## config.mk

```make
export PLATFORM = sky130hd
export DESIGN_NAME = mem_reader_flat
export DESIGN_NICKNAME = d
export VERILOG_FILES = /design/src/rtl/mem_reader_if.sv /design/src/rtl/mem_reader.sv /design/src/flat_wrapper.sv
export SDC_FILE = /design/constraint.sdc
export NUM_CORES = 1
export LEC_CHECK = 0
export CAP_MARGIN = 20
export CORE_MARGIN = 4
export CORE_UTILIZATION = 40
export CTS_CLUSTER_DIAMETER = 150
export DETAILED_ROUTE_END_ITERATION = 6
export GPL_ROUTABILITY_DRIVEN = 0
export HOLD_SLACK_MARGIN = 0.12
export PLACE_DENSITY = 0.83
export SLEW_MARGIN = 20
export SYNTH_ARGS = -nofsm -noshare
export SYNTH_HDL_FRONTEND = slang
export SYNTH_SLANG_ARGS = --single-unit
```

## constraint.sdc

```tcl
create_clock -name clk -period 2.55 [get_ports clk]
set_input_delay 0.51 -clock clk [delete_from_list [all_inputs] [get_ports clk]]
set_output_delay 0.51 -clock clk [all_outputs]
set_load 0.01 [all_outputs]
```

## src/rtl/mem_reader_if.sv

```systemverilog
// RAM read port plus valid/ready byte stream used by mem_reader.
// master = reader side, slave = RAM / downstream sink side.
`timescale 1ns/1ps
interface mem_reader_if #(
   parameter int ADDR_WIDTH = 4,
   parameter int DATA_WIDTH = 8
);
   logic                  r_en;
   logic [ADDR_WIDTH-1:0] r_addr;
   logic [DATA_WIDTH-1:0] r_data;
   logic [DATA_WIDTH-1:0] out_data;
   logic                  out_valid;
   logic                  out_ready;

   modport master (
      output r_en,
      output r_addr,
      input  r_data,
      output out_data,
      output out_valid,
      input  out_ready
   );

   modport slave (
      input  r_en,
      input  r_addr,
      output r_data,
      input  out_data,
      input  out_valid,
      output out_ready
   );
endinterface

```

## src/rtl/mem_reader.sv

```systemverilog
// Walks RAM addresses START_ADDR..END_ADDR and streams each byte out over valid/ready.
// Optional continuous looping with a stop request: define MEM_READER_LOOP_EN.
`timescale 1ns/1ps
module mem_reader #(
   parameter int ADDR_WIDTH = 4,
   parameter int DATA_WIDTH = 8,
   parameter int START_ADDR = 0,
   parameter int END_ADDR   = 15
) (
   input  logic         clk,
   input  logic         rst_btn,
   input  logic         start,
`ifdef MEM_READER_LOOP_EN
   input  logic         stop,
`endif
   output logic         busy,
   output logic         done,
   mem_reader_if.master bus
);

   typedef enum logic [1:0] {
      IDLE = 2'd0,
      READ = 2'd1,
      WAIT = 2'd2,
      SEND = 2'd3
   } state_t;

   localparam logic [ADDR_WIDTH-1:0] START_A = ADDR_WIDTH'(START_ADDR);
   localparam logic [ADDR_WIDTH-1:0] END_A   = ADDR_WIDTH'(END_ADDR);
   localparam logic [ADDR_WIDTH-1:0] ONE_A   = ADDR_WIDTH'(1);

   state_t                state_r;
   state_t                state_nxt_s;
   logic [ADDR_WIDTH-1:0] addr_r;
   logic [ADDR_WIDTH-1:0] addr_nxt_s;
   logic [ADDR_WIDTH-1:0] addr_inc_s;
   logic                  busy_r;
   logic                  busy_nxt_s;
   logic                  done_r;
   logic                  done_nxt_s;
   logic                  r_en_r;
   logic                  r_en_nxt_s;
   logic [ADDR_WIDTH-1:0] r_addr_r;
   logic [ADDR_WIDTH-1:0] r_addr_nxt_s;
   logic [DATA_WIDTH-1:0] out_data_r;
   logic [DATA_WIDTH-1:0] out_data_nxt_s;
   logic                  out_valid_r;
   logic                  out_valid_nxt_s;
   logic                  xfer_s;
   logic                  last_s;

   // Valid is always high in SEND, so a transfer is SEND with ready.
   assign xfer_s = (state_r == SEND) && bus.out_ready;

`ifdef MEM_READER_LOOP_EN
   logic stop_pend_r;
   logic stop_pend_nxt_s;

   // A stop seen in the transfer cycle itself ends the sequence on that transfer.
   assign last_s     = stop_pend_r || stop;
   assign addr_inc_s = (addr_r == END_A) ? START_A : (addr_r + ONE_A);

   // Sticky stop request, dropped once back in IDLE.
   always_comb begin
      stop_pend_nxt_s = stop_pend_r;
      if (state_r == IDLE) begin
         stop_pend_nxt_s = 1'b0;
      end else if (busy_r && stop) begin
         stop_pend_nxt_s = 1'b1;
      end else begin
         stop_pend_nxt_s = stop_pend_r;
      end
   end

   // Stop-request register.
   always_ff @(posedge clk or negedge rst_btn) begin
      if (!rst_btn) begin
         stop_pend_r <= 1'b0;
      end else begin
         stop_pend_r <= stop_pend_nxt_s;
      end
   end
`else
   assign last_s     = (addr_r == END_A);
   assign addr_inc_s = addr_r + ONE_A;
`endif

   // State register.
   always_ff @(posedge clk or negedge rst_btn) begin
      if (!rst_btn) begin
         state_r <= IDLE;
      end else begin
         state_r <= state_nxt_s;
      end
   end

   // Next-state decode.
   always_comb begin
      state_nxt_s = state_r;
      case (state_r)
         IDLE: begin
            if (start) begin
               state_nxt_s = READ;
            end else begin
               state_nxt_s = IDLE;
            end
         end
         READ: state_nxt_s = WAIT;
         WAIT: state_nxt_s = SEND;
         SEND: begin
            if (xfer_s) begin
               state_nxt_s = last_s ? IDLE : READ;
            end else begin
               state_nxt_s = SEND;
            end
         end
         default: state_nxt_s = IDLE;
      endcase
   end

   // Next values for the registered outputs and the address counter.
   always_comb begin
      addr_nxt_s      = addr_r;
      busy_nxt_s      = busy_r;
      done_nxt_s      = 1'b0;
      r_addr_nxt_s    = r_addr_r;
      out_data_nxt_s  = out_data_r;
      out_valid_nxt_s = out_valid_r;
      case (state_r)
         IDLE: begin
            if (start) begin
               addr_nxt_s   = START_A;
               r_addr_nxt_s = START_A;
               busy_nxt_s   = 1'b1;
            end else begin
               addr_nxt_s   = addr_r;
               r_addr_nxt_s = r_addr_r;
               busy_nxt_s   = busy_r;
            end
         end
         READ: begin
            out_valid_nxt_s = 1'b0;
         end
         WAIT: begin
            out_data_nxt_s  = bus.r_data;
            out_valid_nxt_s = 1'b1;
         end
         SEND: begin
            if (xfer_s) begin
               out_valid_nxt_s = 1'b0;
               if (last_s) begin
                  busy_nxt_s = 1'b0;
                  done_nxt_s = 1'b1;
               end else begin
                  addr_nxt_s   = addr_inc_s;
                  r_addr_nxt_s = addr_inc_s;
               end
            end else begin
               out_valid_nxt_s = 1'b1;
            end
         end
         default: begin
            busy_nxt_s      = 1'b0;
            out_valid_nxt_s = 1'b0;
         end
      endcase
   end

   // r_en is registered on entry to READ so it is high for exactly that cycle.
   assign r_en_nxt_s = (state_nxt_s == READ);

   // Output and address registers.
   always_ff @(posedge clk or negedge rst_btn) begin
      if (!rst_btn) begin
         addr_r      <= START_A;
         busy_r      <= 1'b0;
         done_r      <= 1'b0;
         r_en_r      <= 1'b0;
         r_addr_r    <= {ADDR_WIDTH{1'b0}};
         out_data_r  <= {DATA_WIDTH{1'b0}};
         out_valid_r <= 1'b0;
      end else begin
         addr_r      <= addr_nxt_s;
         busy_r      <= busy_nxt_s;
         done_r      <= done_nxt_s;
         r_en_r      <= r_en_nxt_s;
         r_addr_r    <= r_addr_nxt_s;
         out_data_r  <= out_data_nxt_s;
         out_valid_r <= out_valid_nxt_s;
      end
   end

   assign busy          = busy_r;
   assign done          = done_r;
   assign bus.r_en      = r_en_r;
   assign bus.r_addr    = r_addr_r;
   assign bus.out_data  = out_data_r;
   assign bus.out_valid = out_valid_r;

endmodule

```

## src/flat_wrapper.sv

```systemverilog
// flat-port wrapper written by rule: the top's interface ports become plain ports
module mem_reader_flat 
#(
   parameter int ADDR_WIDTH = 4,
   parameter int DATA_WIDTH = 8,
   parameter int START_ADDR = 0,
   parameter int END_ADDR   = 15
)
  (clk, rst_btn, start, busy, done, bus_r_en, bus_r_addr, bus_r_data, bus_out_data, bus_out_valid, bus_out_ready);
  mem_reader_if #(.ADDR_WIDTH(ADDR_WIDTH), .DATA_WIDTH(DATA_WIDTH)) bus_i ();
  input  logic clk;
  input  logic rst_btn;
  input  logic start;
  output logic busy;
  output logic done;
  output wire logic [$bits(bus_i.r_en)-1:0] bus_r_en;
  output wire logic [$bits(bus_i.r_addr)-1:0] bus_r_addr;
  input wire logic [$bits(bus_i.r_data)-1:0] bus_r_data;
  output wire logic [$bits(bus_i.out_data)-1:0] bus_out_data;
  output wire logic [$bits(bus_i.out_valid)-1:0] bus_out_valid;
  input wire logic [$bits(bus_i.out_ready)-1:0] bus_out_ready;
  assign bus_r_en = bus_i.r_en;
  assign bus_r_addr = bus_i.r_addr;
  assign bus_i.r_data = bus_r_data;
  assign bus_out_data = bus_i.out_data;
  assign bus_out_valid = bus_i.out_valid;
  assign bus_i.out_ready = bus_out_ready;
  mem_reader #(.ADDR_WIDTH(ADDR_WIDTH), .DATA_WIDTH(DATA_WIDTH), .START_ADDR(START_ADDR), .END_ADDR(END_ADDR)) u_core (.clk(clk), .rst_btn(rst_btn), .start(start), .busy(busy), .done(done), .bus(bus_i));
endmodule
```

==> run_results.csv, run 1 <==
group,metric,value,unit
global_route,grt_max_degree,19,
cells_and_area,drive_above_1_share,19.6,%
synthesis,async_reset_ff_share,100,%
floorplanning,dieHeight,52.8,microns
synthesis,synth_edf_count,0,
cells_and_area,utilization,61.4,%
worst_setup_path,cp.arrival,1310,ps
cells_and_area,nFillCells,156,
floorplanning,core-area,0.00182,sq mm
synthesis,synth_flop_cell,"dfrtp_1",
route,vias,565,
route,dr.pass1.iters,4,
sta,setup_tns,0,ps
global_route,antenna_found_initial,0,
global_route,grt_pass1_vias,577,
synthesis,synth_cell_types,21,
sta,rsz0062_at_grt,"false",
global_route,grt_first_pass_wirelength,2660,microns
worst_setup_path,crit_buf_inv,1,
power,p_leak,0.496,nW
worst_setup_path,cp_top_family,"buffers and inverters",
place,dp_slack,830,ps
clock_tree,hold_buffers,0,
synthesis,mappedNetlistArea,803,sq um
cells_and_area,multi_input_area,312,sq um
cells_and_area,final_nets,106,
sta,setup_ws,731,ps
cells_and_area,antenna_cells,0,
sta,slew_violations,0,
route,drc,0,
sta,max_freq,550,MHz
worst_setup_path,startpoint_type,"register",
synthesis,seq_area_frac_synth,56.1,%
global_route,grt_util_all_layers,13.1,%
synthesis,synth_area_leaders,"dfrtp_1 (56%), mux2_4 (15%), nand3_1 (3.1%), buf_6 (2.8%), o21ai_2 (2.2%)",
floorplanning,start_util,44.1,%
min_path,hold_path_class,"register to register",
worst_setup_path,cp.required,2040,ps
worst_setup_path,cp_max_fo,6,
route,drtIter0Drc,6,
clock_tree,clk_pin_slew_worst_paths,90,ps
clock_tree,root_buffer,"clkbuf_4",
floorplanning,die_x,52.8,microns
cells_and_area,area_growth,39.3,%
sta,fin_skew,1.31,ps
worst_setup_path,crit_chain,"clkdlybuf4s50_1",
synthesis,synth_fp_nets,76,
cells_and_area,finalNonFillerCells,117,
clock_tree,clk_latency,280,ps
synthesis,syn_inst,63,
sta,setup_viol,0,
synthesis,ys_warn_count,0,
outcome,outcome,"complete, no violations",
route,avgRoutedWirePerCell,13.3,microns
clock_tree,cts_tree,"done",
sta,max_slew_margin,50.6,%
sta,worst_slew_pin_slew,739,ps
worst_setup_path,slowest_stage,"clkdlybuf4s50_1",
floorplanning,dieArea,0.00279,sq mm
sta,period_needed,1820,ps
floorplanning,io_pins,28,
sta,hold_viol,0,
worst_setup_path,slowest_delay,580,ps
floorplanning,rows,15,
synthesis,synth.top_cell.area_share,56.1,%
route,wl,1550,microns
worst_setup_path,critical_path_class,"register to primary output",
clock_tree,cts_resized,0,
clock_tree,cts_htree_levels,1,
worst_setup_path,end_kind,"primary output",
run,maxCapViolCount,0,
synthesis,postSynthAreaPerCell,12.8,sq um
clock_tree,clockBufferDepth,2,
place,port_buffers,27,
power,max-vdd-ir-drop,0.000554,V
sta,period_share,71.3,%
global_route,overflow,0,
power,p_per_area,1200,mW/mm^2
clock_tree,post-cts-setup-buffers,0,
synthesis,synth_largest_area_cell,"dfrtp_1",
cells_and_area,seqCellArea,450,sq um
place,placed_cells_incl_taps,113,
clock_tree,clkSinkCount,18,
synthesis,ys_ff_latch,18,
route,ant_nets,0,
place,hpwl,1180,microns
clock_tree,numCtsBuffers,3,
route,viasPerCell,4.83,
## power by group
part	internal (mW)	leakage [nW]	switching (mW)
registers	0.416	0.219	0.113
clock network	0.0868	0.0210	0.0799
logic	0.404	0.256	0.248
## per-layer routing
metal	vias to the layer above	wire [microns]	part of all wire, %	GRT usage (%)
li1	276	-	-	-
met3	0	190	12	4.27
met5	-	0	0	0
met4	0	0	0	5.11
met2	28	678	44	20.2
met1	261	684	44	16.8
## layout by cell type (no fill, tap or decap), types with 2 or more instances in the layout
master	n
mux2_4	8
nand2_1	4
and3_1	2
clkdlybuf4s50_1	27
nand3_1	5
clkbuf_4	3
dfrtp_1	18
inv_1	3
a21oi_1	3
nor2_1	3
o21ai_0	3
o21ai_2	2
## layout make-up
| type | count | share of cell area, % |
|---|---|---|
| clock buffers | 4 | 3.24 |
| inverters | 3 | 1.01 |
| multi-input cells | 39 | 27.9 |
| flip-flops and latches | 18 | 40.3 |
| well taps | 25 | 2.80 |
| repair buffers | 28 | 24.8 |
## cell families (layout without fill, tap and decap cells)
kind of cell | after synthesis | count (layout) | share of synthesized area (%)
AO/OA/AOI/OAI | 11 | 11 | 9.03
adder cells (fa/ha/maj) | 1 | 1 | 1.56
buffers and inverters | 6 | 35 | 5.14
flip-flops | 18 | 18 | 56.1
multiplexers | 9 | 9 | 16.2
AND/OR/NAND/NOR | 18 | 18 | 12.0
## per-stage QoR
stage               hold WS, ps  cell area [sq um]  power, mW
floorplan                   214                803      0.907
global placement            490               1080       1.17
detailed placement          491               1080       1.19
CTS                         519               1120       1.37
global route                546               1120       1.45
finish                      515               1120       1.35
## synth_stat cells, types with 2 or more instances
cell type / number
mux2_4: 8
inv_1: 3
o21ai_2: 2
a21oi_1: 3
nor2_1: 3
o21ai_0: 3
buf_6: 2
and3_1: 2
nand2_1: 4
nand3_1: 5
dfrtp_1: 18
## final timing paths
path / from / end / slack [ps] / cells after the start
worst max-delay path: u_core.addr_r[2] / bus_r_addr[2] / 730 / 1
worst min-delay path: u_core.bus.out_data[4] / u_core.bus.out_data[4] / 520 / 1
worst max register to register: u_core.addr_r[0] / u_core.addr_r[3] / 1140 / 4
worst min register to register: u_core.bus.out_data[4] / u_core.bus.out_data[4] / 520 / 1
max in group asynchronous: rst_btn / u_core.addr_r[1] / 1430 / 1
min in group asynchronous: rst_btn / u_core.done / 660 / 1
## flip-flops by register name (all words and copies together), names as in the netlist
register / cells
u_core.addr_r: 4
u_core.bus.out_valid: 1
u_core.bus.out_data: 8
u_core.state_r: 2
u_core.busy: 1
u_core.done: 1
u_core.bus.r_en: 1
No activity file was read; power rests on OpenSTA's default activity.
==> run 2, diff against run 1 <==
--- a/config.mk
+++ b/config.mk
@@ -7,12 +7,12 @@
 export LEC_CHECK = 0
 export CAP_MARGIN = 20
 export CORE_MARGIN = 4
-export CORE_UTILIZATION = 40
+export CORE_UTILIZATION = 39
 export CTS_CLUSTER_DIAMETER = 150
 export DETAILED_ROUTE_END_ITERATION = 6
 export GPL_ROUTABILITY_DRIVEN = 0
 export HOLD_SLACK_MARGIN = 0.12
-export PLACE_DENSITY = 0.83
+export PLACE_DENSITY = 0.84
 export SLEW_MARGIN = 20
 export SYNTH_ARGS = -nofsm -noshare
 export SYNTH_HDL_FRONTEND = slang
==> constraint.sdc (replaced) <==
create_clock -name clk -period 1.5 [get_ports clk]
set_input_delay 0.3 -clock clk [delete_from_list [all_inputs] [get_ports clk]]
set_output_delay 0.3 -clock clk [all_outputs]
set_load 0.01 [all_outputs]
==> run 2 against run 1 <==
  * Clock skew up 2.0 ps
  * Register-to-register slack worse by 1000 ps
  * Power rose by 69%
  * Routed wire length is 18% higher
  * First-iteration DRC count up 83%
  * Clock power rose by 35%
  * Non-clock buffer count increased by 6
  * Cell count up 6.0%
  * Hold slack worse by 170 ps
  * Sequential cell count stayed put
  * Worst setup slack lost 680 ps
  * Critical endpoint is now bus_r_en
  * Largest cell class unchanged
==> run_results.csv, run 2 (synthesis gave the netlist of run 1 again) <==
group,metric,value,unit
sta,worst_slew_pin_slew,273,ps
worst_setup_path,critical_path_class,"register to primary output",
global_route,grt.busiest_layer,"met2",
global_route,gr-usage-met2,22.7,%
route,drtIter0Drc,11,
clock_tree,numCtsBuffers,3,
clock_tree,clk_latency,280,ps
cells_and_area,final_cell_mix,"dfrtp_1 (18), clkdlybuf4s50_1 (13), dlymetal6s2s_1 (11)",
route,dr.pass1.iters,4,
cells_and_area,final_common_cell,"dfrtp_1",
global_route,grt_max_degree,19,
floorplanning,rows,16,
global_route,grt_pass1_vias,615,
sta,setup_viol,0,
route,viasPerCell,4.90,
sta,setup_tns,0,ps
route,avgRoutedWirePerCell,14.7,microns
place,hpwl,1260,microns
clock_tree,clockBufferDepth,2,
floorplanning,start_util,40.9,%
clock_tree,hold_buffers,0,
clock_tree,cts_tree,"done",
worst_setup_path,r2r_end,"u_core.addr_r[3]",
place,placed_cells_incl_taps,118,
cells_and_area,finalNonFillerCells,124,
global_route,grt_util_all_layers,13.0,%
place,port_buffers,27,
worst_setup_path,cp.required,1200,ps
worst_setup_path,r2r_cells,4,
route,ant_nets,0,
worst_setup_path,end_kind,"primary output",
sta,period_share,96.8,%
sta,hold_viol,0,
power,seqPwrFrac,38.5,%
power,p_per_area,1920,mW/mm^2
power,p_sw,0.787,mW
run,maxCapViolCount,0,
sta,slew_violations,0,
power,p_leak,0.652,nW
power,pwr-share-comb,51.5,%
clock_tree,clkSinkCount,18,
global_route,met1_usage,15.3,%
sta,max_slew_margin,81.8,%
sta,period_needed,1450,ps
route,vias,608,
floorplanning,dieArea,0.00285,sq mm
clock_tree,clk_pin_slew_worst_paths,100,ps
worst_setup_path,slowest_delay,540,ps
worst_setup_path,crit_chain,"clkdlybuf4s50_1",
worst_setup_path,crit_buf_inv,1,
power,intPower,1.48,mW
cells_and_area,antenna_cells,0,
floorplanning,io_pins,28,
cells_and_area,drive_above_1_share,24.7,%
worst_setup_path,cp_top_family,"buffers and inverters",
worst_setup_path,regToRegStartpoint,"u_core.addr_r[0]",
worst_setup_path,rrSetupSlack,120,ps
worst_setup_path,cp_max_fo,1,
route,wl,1820,microns
power,p_clk_share,10.0,%
worst_setup_path,startpoint_type,"register",
floorplanning,core-area,0.00196,sq mm
global_route,grt_use_met3,3.10,%
power,switching_share,34.7,%
clock_tree,cts_htree_levels,1,
sta,max_freq,689,MHz
floorplanning,die_x,53.4,microns
cells_and_area,final_nets,112,
min_path,hold_path_class,"input port to asynchronous set/reset pin",
global_route,grt_first_pass_wirelength,2680,microns
power,max-vdd-ir-drop,0.000835,V
worst_setup_path,cp.arrival,1150,ps
sta,rsz0062_at_grt,"false",
sta,fin_skew,3.27,ps
global_route,overflow,0,
outcome,outcome,"complete, no violations",
route,drc,0,
floorplanning,dieHeight,53.4,microns
global_route,antenna_found_initial,0,
cells_and_area,largest_reg_flops,8,
clock_tree,root_buffer,"clkbuf_4",
worst_setup_path,slowest_stage,"clkdlybuf4s50_1",
cells_and_area,area_growth,47.0,%
[run 2: cell types whose count changed in the layout (fill, tap and decap cells not counted)]
cell,previous run,this run
clkbuf_8,1,0
dlymetal6s2s_1,0,11
nor3_2,0,1
dlygate4sd2_1,0,3
nor3_1,1,0
clkdlybuf4s50_1,27,13
buf_4,1,7
[run 2: power by group through the flow]
stage | Combinational [mW] | Sequential, mW | Clock [mW]
4_1_cts | 1.20 | 0.876 | 0.227
6_report | 1.17 | 0.874 | 0.226
3_5_place_dp | 1.14 | 0.909 | 0
5_1_grt | 1.27 | 0.910 | 0.251
3_3_place_gp | 1.11 | 0.891 | 0
2_1_floorplan | 0.600 | 0.941 | 0
[run 2: area by class of cell]
class | instances | area [sq um]
fill | 179 | 781
sequential | 18 | 450
timing repair buffer | 34 | 347
multi-input combinational | 39 | 317
tap | 27 | 33.8
clock buffer | 3 | 22.5
inverter | 3 | 11.3
[run 2: metal layers]
metal	wire [microns]	part of all wire [%]	up-vias
li1	-	-	290
met1	866	47	284
met2	819	45	32
met3	133	7.3	2
met4	4	0.22	0
met5	0	0	-
[run 2: worst max-delay path by stage]
stage / from / endpoint / slack (ps) / cells past startpoint
final: u_core.bus.r_en / bus_r_en / 50 / 1
after global placement: start / u_core.addr_r[2] / 50 / 4
after detailed placement: start / u_core.addr_r[2] / 6 / 4
after CTS: u_core.busy / busy / 3 / 1
after floorplan: u_core.addr_r[0] / u_core.addr_r[3] / 140 / 4
after global routing: u_core.done / done / 2 / 1
[run 2: per-stage QoR]
step	setup slack (ps)	hold WS [ps]	util (%)	power, mW	area (sq um)
final	48.7	342	60.2	2.27	1180
after global routing	1.81	344	60.2	2.43	1180
after CTS	3.15	347	58.5	2.31	1150
after detailed placement	6.48	492	56.4	2.05	1110
after global placement	45.9	489	56.4	2.00	1110
after floorplan	139	4.41	-	1.54	803
[run 2: repair_timing]
item	4_1_cts	5_1_grt
gates resized for setup	3	12
endpoints found under the setup margin	5	12
buffers inserted	3	0
